`config.mk`:
```
export PLATFORM = sky130hd
export DESIGN_NAME = fetch_unit
export DESIGN_NICKNAME = d
export VERILOG_FILES = /design/src/rtl/cpu_pkg.sv /design/src/rtl/prefetch_fifo.sv /design/src/rtl/fetch_unit.sv
export SDC_FILE = /design/constraint.sdc
export NUM_CORES = 1
export LEC_CHECK = 0
export CAP_MARGIN = 10
export CORE_ASPECT_RATIO = 0.7
export CORE_MARGIN = 1
export CORE_UTILIZATION = 50
export DETAILED_ROUTE_END_ITERATION = 8
export GPL_ROUTABILITY_DRIVEN = 0
export GPL_TIMING_DRIVEN = 0
export PLACE_DENSITY = 0.77
export REMOVE_ABC_BUFFERS = 1
export SLEW_MARGIN = 5
export SYNTH_ARGS = -nofsm -noshare
export SYNTH_HDL_FRONTEND = slang
export SYNTH_SLANG_ARGS = --single-unit
```
`constraint.sdc`:
```
create_clock -name clk -period 3.15 [get_ports clk]
set_input_delay 0.63 -clock clk [delete_from_list [all_inputs] [get_ports clk]]
set_output_delay 0.63 -clock clk [all_outputs]
set_load 0.02 [all_outputs]
```
`src/rtl/cpu_pkg.sv`:
```
`default_nettype none
// =====================================================================
// cpu_pkg : shared widths, reset PC and fetch FSM encoding
// Rev 1.0
// =====================================================================
package cpu_pkg;

  localparam int          CPU_ADDR_W   = 16;
  localparam int          CPU_DATA_W   = 16;
  localparam logic [15:0] CPU_RESET_PC = 16'h0000;

  typedef enum logic [0:0] {
    IDLE = 1'b0,
    REQ  = 1'b1
  } fetch_state_t;

endpackage
`default_nettype wire

```
`src/rtl/prefetch_fifo.sv`:
```
`default_nettype none
// =====================================================================
// prefetch_fifo : DEPTH-entry in-order word queue with flush
// Rev 1.0
// =====================================================================
module prefetch_fifo #(
  parameter int DATA_W = 16,
  parameter int DEPTH  = 2
) (
  input  logic                   clk,
  input  logic                   rst_n,
  input  logic                   push,
  input  logic                   pop,
  input  logic                   flush,
  input  logic [DATA_W-1:0]      din,
  output logic [DATA_W-1:0]      head,
  output logic [$clog2(DEPTH):0] count
);

  localparam int PTR_W = $clog2(DEPTH);
  localparam int CNT_W = $clog2(DEPTH) + 1;

  logic [DATA_W-1:0] r_mem [DEPTH];
  logic [PTR_W-1:0]  r_rd_ptr;
  logic [PTR_W-1:0]  r_wr_ptr;
  logic [CNT_W-1:0]  r_count;

  // Pointers wrap naturally because DEPTH is a power of two.
  always_ff @(posedge clk or negedge rst_n) begin
    if (!rst_n) begin
      r_rd_ptr <= '0;
      r_wr_ptr <= '0;
      r_count  <= '0;
    end else if (flush) begin
      r_rd_ptr <= '0;
      r_wr_ptr <= '0;
      r_count  <= '0;
    end else begin
      if (push) r_wr_ptr <= r_wr_ptr + PTR_W'(1);
      if (pop)  r_rd_ptr <= r_rd_ptr + PTR_W'(1);
      if (push && !pop)      r_count <= r_count + CNT_W'(1);
      else if (pop && !push) r_count <= r_count - CNT_W'(1);
    end
  end

  always_ff @(posedge clk) begin
    if (push && !flush) r_mem[r_wr_ptr] <= din;
  end

  assign head  = r_mem[r_rd_ptr];
  assign count = r_count;

endmodule
`default_nettype wire

```
`src/rtl/fetch_unit.sv`:
```
`default_nettype none
// =====================================================================
// fetch_unit : program counter and instruction prefetch stage
// Rev 1.0
// =====================================================================
module fetch_unit
  import cpu_pkg::*;
#(
  parameter int                ADDR_W   = CPU_ADDR_W,
  parameter int                DATA_W   = CPU_DATA_W,
  parameter int                DEPTH    = 2,
  parameter logic [ADDR_W-1:0] RESET_PC = ADDR_W'(CPU_RESET_PC)
) (
  input  logic              clk,
  input  logic              rst_n,
  input  logic              pc_increment,
  input  logic              pc_load,
  input  logic [DATA_W-1:0] d_bus,
  output logic [DATA_W-1:0] i_bus,
  output logic              i_valid,
  output logic [ADDR_W-1:0] pc,
  output logic              imem_req,
  output logic [ADDR_W-1:0] imem_addr,
  input  logic              imem_ack,
  input  logic [DATA_W-1:0] imem_rdata
);

  localparam int               CNT_W   = $clog2(DEPTH) + 1;
  localparam logic [CNT_W-1:0] c_depth = CNT_W'(DEPTH);

  fetch_state_t      r_state;
  logic [ADDR_W-1:0] r_pc;
  logic [ADDR_W-1:0] r_fetch_addr;
  logic [ADDR_W-1:0] r_req_addr;
  logic              r_discard;

  logic [CNT_W-1:0]  w_count;
  logic [CNT_W-1:0]  w_count_n;
  logic [DATA_W-1:0] w_head;
  logic [ADDR_W-1:0] w_target;
  logic [ADDR_W-1:0] w_pc_inc;
  logic [ADDR_W-1:0] w_fetch_n;
  logic              w_inc;
  logic              w_empty;
  logic              w_ack;
  logic              w_push;
  logic              w_pop;

  assign w_target = ADDR_W'(d_bus);
  assign w_pc_inc = r_pc + ADDR_W'(1);
  assign w_inc    = pc_increment & ~pc_load;
  assign w_empty  = (w_count == '0);
  assign w_ack    = (r_state == REQ) & imem_ack;
  // A word acked alongside a load, or while advancing past an empty queue, belongs to a stale PC.
  assign w_push   = w_ack & ~r_discard & ~pc_load & ~(w_inc & w_empty);
  assign w_pop    = w_inc & ~w_empty;

  always_comb begin
    w_count_n = w_count;
    if (pc_load)               w_count_n = '0;
    else if (w_push && !w_pop) w_count_n = w_count + CNT_W'(1);
    else if (w_pop && !w_push) w_count_n = w_count - CNT_W'(1);
  end

  always_comb begin
    w_fetch_n = r_fetch_addr;
    if (pc_load)               w_fetch_n = w_target;
    else if (w_inc && w_empty) w_fetch_n = w_pc_inc;
    else if (w_push)           w_fetch_n = r_fetch_addr + ADDR_W'(1);
  end

  prefetch_fifo #(
    .DATA_W (DATA_W),
    .DEPTH  (DEPTH)
  ) u_fifo (
    .clk   (clk),
    .rst_n (rst_n),
    .push  (w_push),
    .pop   (w_pop),
    .flush (pc_load),
    .din   (imem_rdata),
    .head  (w_head),
    .count (w_count)
  );

  always_ff @(posedge clk or negedge rst_n) begin
    if (!rst_n) begin
      r_state      <= IDLE;
      r_pc         <= RESET_PC;
      r_fetch_addr <= RESET_PC;
      r_req_addr   <= RESET_PC;
      r_discard    <= 1'b0;
    end else begin
      r_fetch_addr <= w_fetch_n;
      if (pc_load)    r_pc <= w_target;
      else if (w_inc) r_pc <= w_pc_inc;

      // An outstanding request still completes; its data is dropped on arrival.
      if (pc_load || (w_inc && w_empty)) r_discard <= (r_state == REQ) && !imem_ack;
      else if (w_ack)                    r_discard <= 1'b0;

      case (r_state)
        IDLE: begin
          if (w_count < c_depth) begin
            r_state    <= REQ;
            r_req_addr <= w_fetch_n;
          end
        end
        REQ: begin
          if (imem_ack) begin
            if (w_count_n < c_depth) r_req_addr <= w_fetch_n;
            else                     r_state    <= IDLE;
          end
        end
        default: r_state <= IDLE;
      endcase
    end
  end

  assign pc        = r_pc;
  assign imem_req  = (r_state == REQ);
  assign imem_addr = r_req_addr;
  assign i_valid   = ~w_empty;
  assign i_bus     = i_valid ? w_head : '0;

endmodule
`default_nettype wire

```
Yosys cells after proc, flatten, opt, wreduce, memory -nomap -nowiden
Memory sizes are Yosys's and may differ from the RTL's.
Index checks and enable logic that the tools add are counted.

storage, ports and cells
  memories kept = 1
  output and inout port bits = 50
  RAM bits = 32
  logic and storage cells = 73
  register bits after elaboration = 54

operators by class
  bitwise gates (word level) = 12
  reductions and logical operators = 16
  add/subtract/negate cells = 6
  equal/unequal tests = 3
  order comparisons = 2
  multiplexer cells = 25

memory list
  name          words  width  rd ports  clocked after Yosys merged registers in  write ports  line                 text
  u_fifo.r_mem  2      16     1         0                                        1            prefetch_fifo.sv:23  logic [DATA_W-1:0] r_mem [DEPTH];

operators with widths
  operator                                                             number
  16-bit 2-to-1 mux                                                    9
  16-bit by 1-bit adder with 16-bit output (second input constant)     2
  16-bit case mux with 2 select lines                                  1
  1-bit 2-to-1 mux                                                     11
  2-bit nonzero test                                                   4
  1-bit AND                                                            7
  2-bit 2-to-1 mux                                                     3
  1-bit logical AND                                                    5
  1-bit NOT                                                            5
  1-bit logical NOT                                                    4
  2-bit < comparator (second input constant)                           2
  2-bit != test (second input constant)                                2
  3-bit AND reduction                                                  1
  1-bit adder (second input constant)                                  2
  2-bit by 1-bit adder with 2-bit output (second input constant)       1
  2-bit logical NOT                                                    1
  2-bit by 1-bit != test with 1-bit output (second input constant)     1
  1-bit case mux with 2 select lines                                   1
  2-bit by 1-bit subtractor with 2-bit output (second input constant)  1
  1-bit logical OR                                                     1

Longest topological paths before layout
Gate-level depths: netlist of the first run.

  depth after elaboration = 14
  depth in mapped cells = 9
  mapped depth without buffers = 7

Hierarchy
A second synthesis of the first run with hierarchy kept.

unflattened totals
  cell total of the unflattened synthesis = 404
  area total of the unflattened synthesis = 4409.2 um2

modules (own cells, without submodules)
  module         times used  cells each  area an instance (um2)
  fetch_unit     1           336         3056.7
  prefetch_fifo  1           68          1352.5

Worst setup path before layout of the first run
No wires, ideal clock.

  kind = register to register
  from = register r_state (netlist: imem_req)
  to = memory u_fifo.r_mem[0][0] (enable)
  clock period less this slack = 2.888 ns
  cell stages (with the launch flop) = 6
  path buffers = 3
  slack = 0.262 ns
  data required time = 2.741 ns
  arrival = 2.479 ns
  cells stage by stage = dfrtp_1 > clkbuf_1 > nand3b_1 > clkbuf_1 > clkbuf_1 > nor3_1

on the way
  word-level cells in the longest chain between the ends = 7

RTL lines
  what                                    line                 text
  start, declared                         fetch_unit.sv:31     fetch_state_t r_state;
  start signal, assigned                  fetch_unit.sv:88     r_state <= IDLE;
  start signal, assigned                  fetch_unit.sv:105    r_state <= REQ;
  start signal, assigned                  fetch_unit.sv:112    else r_state <= IDLE;
  1-bit AND                               fetch_unit.sv:53     assign w_ack = (r_state == REQ) & imem_ack;
  1-bit AND (3 in a row)                  fetch_unit.sv:55     assign w_push = w_ack & ~r_discard & ~pc_load & ~(w_inc & w_empty);
  1-bit logical AND                       prefetch_fifo.sv:47  if (push && !flush) r_mem[r_wr_ptr] <= din;
  1-bit 2-to-1 mux                        prefetch_fifo.sv:47
  1-bit 2-to-1 mux (not written as such)  prefetch_fifo.sv:47
  end, declared                           prefetch_fifo.sv:23

No other way between the ends.

Final worst setup path of the first run
  from = register u_fifo.r_count[1] (netlist: u_fifo.count[1])
  to = memory u_fifo.r_mem[1][1] (enable)

on the way
  word-level cells in the longest chain between the ends = 7

RTL lines
  what                                    line                 text
  start, declared                         prefetch_fifo.sv:26  logic [CNT_W-1:0] r_count;
  start signal, assigned                  prefetch_fifo.sv:41  if (push && !pop) r_count <= r_count + CNT_W'(1);
  start signal, assigned                  prefetch_fifo.sv:42  else if (pop && !push) r_count <= r_count - CNT_W'(1);
  2-bit logical NOT                       fetch_unit.sv:52     assign w_empty = (w_count == '0);
  1-bit AND                               fetch_unit.sv:55
  1-bit NOT                               fetch_unit.sv:55
  1-bit AND                               fetch_unit.sv:55
  1-bit logical AND                       prefetch_fifo.sv:47
  1-bit 2-to-1 mux                        prefetch_fifo.sv:47
  1-bit 2-to-1 mux (not written as such)  prefetch_fifo.sv:47

No other way between the ends.

==> results of run 1 <==
-- flip-flops by register name, summed over array words and instances (netlist names) --
name and cells:
imem_addr 16, imem_req 1, pc 16, r_discard 1
r_fetch_addr 16, u_fifo.count 2, u_fifo.r_mem 32, u_fifo.r_rd_ptr 1
u_fifo.r_wr_ptr 1
-- report_power, final --
part           internal [mW]  leakage, nW  switching, mW  total, mW
Sequential              1.38        0.937          0.227       1.61
Combinational          0.754        0.992          0.886       1.64
Clock                  0.638        0.138          0.410       1.05
-- cells by family after synthesis --
group                      after synthesis  synth area share
muxes                                   28            0.0687
buffers and inverters                   35            0.0384
DFF                                     86             0.533
AOI/OAI and AO/OA                       77             0.112
xor gates and xnor gates                33            0.0666
adders and majority gates                3           0.00866
and+or+nand+nor                        150             0.173
-- path summary, 6_finish.rpt --
check                                endpoint  slack, ns  depth (start not counted)
max                        u_fifo.r_mem[1][1]       0.24                          6
min                                     pc[4]       0.23                          1
max reg2reg                u_fifo.r_mem[1][1]       0.24                          6
min reg2reg                     imem_addr[14]       0.51                          1
max in group asynchronous     u_fifo.r_rd_ptr       2.37                          2
min in group clk                imem_addr[14]       0.51                          1
-- cell usage after synthesis (all sizes together) (7+ instances only) --
library cell   n
nor2          33
buf            7
o21ai         27
edfxtp        32
dfrtp         54
xor2          17
xnor2         16
mux2i         20
nand4          9
inv           11
nand3         18
mux2           8
nor3          13
a21oi         16
a31oi         11
nand2         39
nor4          11
clkbuf        17
-- metal layers --
metal,track usage,vias to the layer above
met5,0,-
met4,0.0829,0
met3,0.0569,15
met2,0.398,143
met1,0.367,1716
li1,-,1658
-- layout make-up --
type                       count  share of cell area
sequential                    86               0.415
multi-input combinational    292               0.338
timing repair buffer          90               0.161
clock buffer                  15              0.0462
tap                          120              0.0269
inverter                      11             0.00741
clock inverter                 1             0.00539
-- what timing repair did --
action / CTS / global route
gates cloned: 1 / 0
setup endpoints to repair: 32 / 1
pin swaps: 1 / 0
buffers inserted: 1 / 0
resized for setup: 3 / 1
-- through the flow --
| stage | setup TNS, ns | instance area, um^2 | total power, mW |
|---|---|---|---|
| floorplan | 0 | 4210 | 2.49 |
| global placement | -88.24 | 5220 | 3.17 |
| detailed placement | -24.60 | 5270 | 3.23 |
| CTS | 0 | 5570 | 4.31 |
| global route | 0 | 5580 | 4.51 |
| finish | 0 | 5580 | 4.30 |
-- worst max-delay path, cell delays in order, from the launching register on --
cell	delay (ns)
sky130_fd_sc_hd__dfrtp_1	0.42
sky130_fd_sc_hd__inv_1	0.10
sky130_fd_sc_hd__ha_1	0.45
sky130_fd_sc_hd__nand2_1	0.47
sky130_fd_sc_hd__nand2_1	0.27
sky130_fd_sc_hd__nor3_2	0.66
sky130_fd_sc_hd__buf_6	0.24
==> impl.org, run 1 <==
** Clock tree
- Max Root-Sink Buffers :: 2
- TritonCTS built the clock tree.
- After clock tree synthesis, the clock-pin slew on the worst setup and hold paths is 0.06 ns.
- Sink count of the clock tree :: 86
- The number of hold buffers added after CTS was 0.
- In this run, CTS created clock tree buffers numbering 9.
- Clock latency on the worst-skew pair, taken at its later pin, is 0.34 ns.
- The clock tree synthesis step divided the H-tree into 3 levels.
- Root buffer selected by CTS :: sky130_fd_sc_hd__clkbuf_16

** STA
- Setup repair after global routing missed its margin :: no
- Count of endpoints failing setup in the final report :: 0
- The number of slew-limit violations in the final report was 0.
- Measured against its own limit, the worst slew margin works out to 0.346.
- Worst Max-Slew Pin Slew :: 0.981 ns
- Hold timing on the final database bottoms out at a slack of 0.226 ns.
- Worst Setup Slack, final :: 0.242 ns
- In the finished design, the share of the clock period the worst path needs comes to 0.923.
- Derived from the worst setup path, the maximum achievable clock frequency is roughly 0.34 GHz.
- Post-route clock skew :: ~0.0072 ns
- The worst path needs 2.91 ns of the cycle, external delays included.
- The final hold violation count was 0.

** Detailed routing
- In the detailed route, the total length drawn on met3 is 796 um.
- Wire length per cell after detailed routing :: roughly 18 um
- Metal1 wirelength :: approximately 5000 um
- The first detailed-routing pass ran for 5 iterations.
- Routed signal wires occupy layers up through met4.
- Once detail routing completed, the nets flagged for antenna violations numbered 0.
- Total vias in the final route :: around 3500
- In the routed layout, each cell is associated on average with a via count of 5.74.
- The detailed router finished its first iteration with 234 violations.
- Wires add up to ~11000 um.
- Met2 WL :: approximately 5200 um
- Final routed DRC violation total :: 0

** Cells and area
- The net count of the finished layout is 530.
- Summing all multi-input logic gate instances after layout gives roughly 1900 um^2.
- From synthesis to final layout, the design area changed by 28.6%.
- 0 antenna diodes ended up in the layout.
- The sequential cells in the finished layout cover a total of approximately 2300 um^2.
- Once layout is complete, the utilization of the core stands at 0.660.
- In the final layout, the share of cells above drive strength 1 is 0.0646.
- In the layout the commonest cells are sky130_fd_sc_hd__clkdlybuf4s50_1 (83), sky130_fd_sc_hd__dfrtp_1 (54), sky130_fd_sc_hd__nand2_1 (39).
- Final Instance Count excl. Fillers :: 615
- Most common library cell in the layout ignoring fill and taps :: sky130_fd_sc_hd__clkdlybuf4s50_1
- Fill cells in the final layout number between 600 and 700.

** Synth
- After synthesis the cells add up to 4340 um^2.
- EDFF count, synth :: 32
- Of all flip-flops after synthesis, the portion carrying an async set or reset was 0.628.
- Sorting the synthesized cells by area gives the leading types as sky130_fd_sc_hd__dfrtp_1 (31%), sky130_fd_sc_hd__edfxtp_1 (22%), sky130_fd_sc_hd__mux2i_1 (4.6%).
- During synthesis, Yosys emitted a total of 0 warnings.
- The share of synthesized area in the top cell type comes to 0.312.
- Number of distinct library cells after synthesis :: 52
- In this run, synthesis produced a sequential element count of 86.
- Most used flip-flop cell after synthesis :: sky130_fd_sc_hd__dfrtp_1
- Synth Instances :: approximately 410
- Summed over all instances, the cell type with the most area after synthesis is sky130_fd_sc_hd__dfrtp_1.
- Each instance of the synthesized netlist takes up on average 10.5 um^2.
- Of the synthesized area, sequential elements account for 0.533.

** Critical path
- Tracing the worst setup path back leads to its startpoint at u_fifo.count[1].
- Startpoint of the lowest-slack register-to-register path :: u_fifo.count[1]
- The critical path is of the flop to flop type.
- Data on the critical path arrives at its endpoint at 2.96 ns.
- STA classifies the critical path startpoint as a flop.
- Critical Path RT :: 3.20 ns
- STA classifies the critical path endpoint as a flop.
- Largest driver fanout on the critical path :: 21

** Place
- IO buf count :: 86
- Estimated wirelength of the detail-placed design :: 7490 um
- Before CTS, the worst setup slack after placement is -0.978 ns.
- Instance count after placement with tap cells included :: 597

** Pwr
- VDD sags by at most 0.381 mV.
- Summed over all cells, the static leakage comes to ~2.1 nW.
- Cell area power density :: 771 nW/um^2

** GRT
- After global routing the overflow that remains totals 0.
- The initial antenna violation count was 0.
- Via count of the first global-routing pass :: roughly 3400
- Across every metal layer, demand over resource in global routing totals 0.260.
- Entering global routing, the biggest net connects between 40 and 50 pins.
- Global-route wire length before repair :: 17800 um

** Floorplanning
- Die footprint :: approximately 9000 um^2
- In this run the core area contains 28 standard-cell rows.
- Starting Density :: 0.514
- The floorplan step set the die height to between 70 and 80 um.
- 87 I/O pins were placed.
- In this run the standard cell core region covers 8440 um^2.
- Measured along the x axis, the die boundary spans 113 um.

** Min path
- The worst hold path belongs to the class primary input to asynchronous set/reset pin.

** Job
- Max-cap violations in this run came to 0.

** Status
- Status :: finished clean
(Power assumes the default switching activity.)
==> run 2: changes to the inputs <==
--- a/config.mk
+++ b/config.mk
@@ -7,8 +7,8 @@
 export LEC_CHECK = 0
 export CAP_MARGIN = 10
 export CORE_ASPECT_RATIO = 0.7
-export CORE_MARGIN = 1
 export CORE_UTILIZATION = 50
+export CTS_CLUSTER_DIAMETER = 120
 export DETAILED_ROUTE_END_ITERATION = 8
 export GPL_ROUTABILITY_DRIVEN = 0
 export GPL_TIMING_DRIVEN = 0
==> results of run 2 <==
Same layout as run 1: the final DEF is identical, and so are final timing and power.
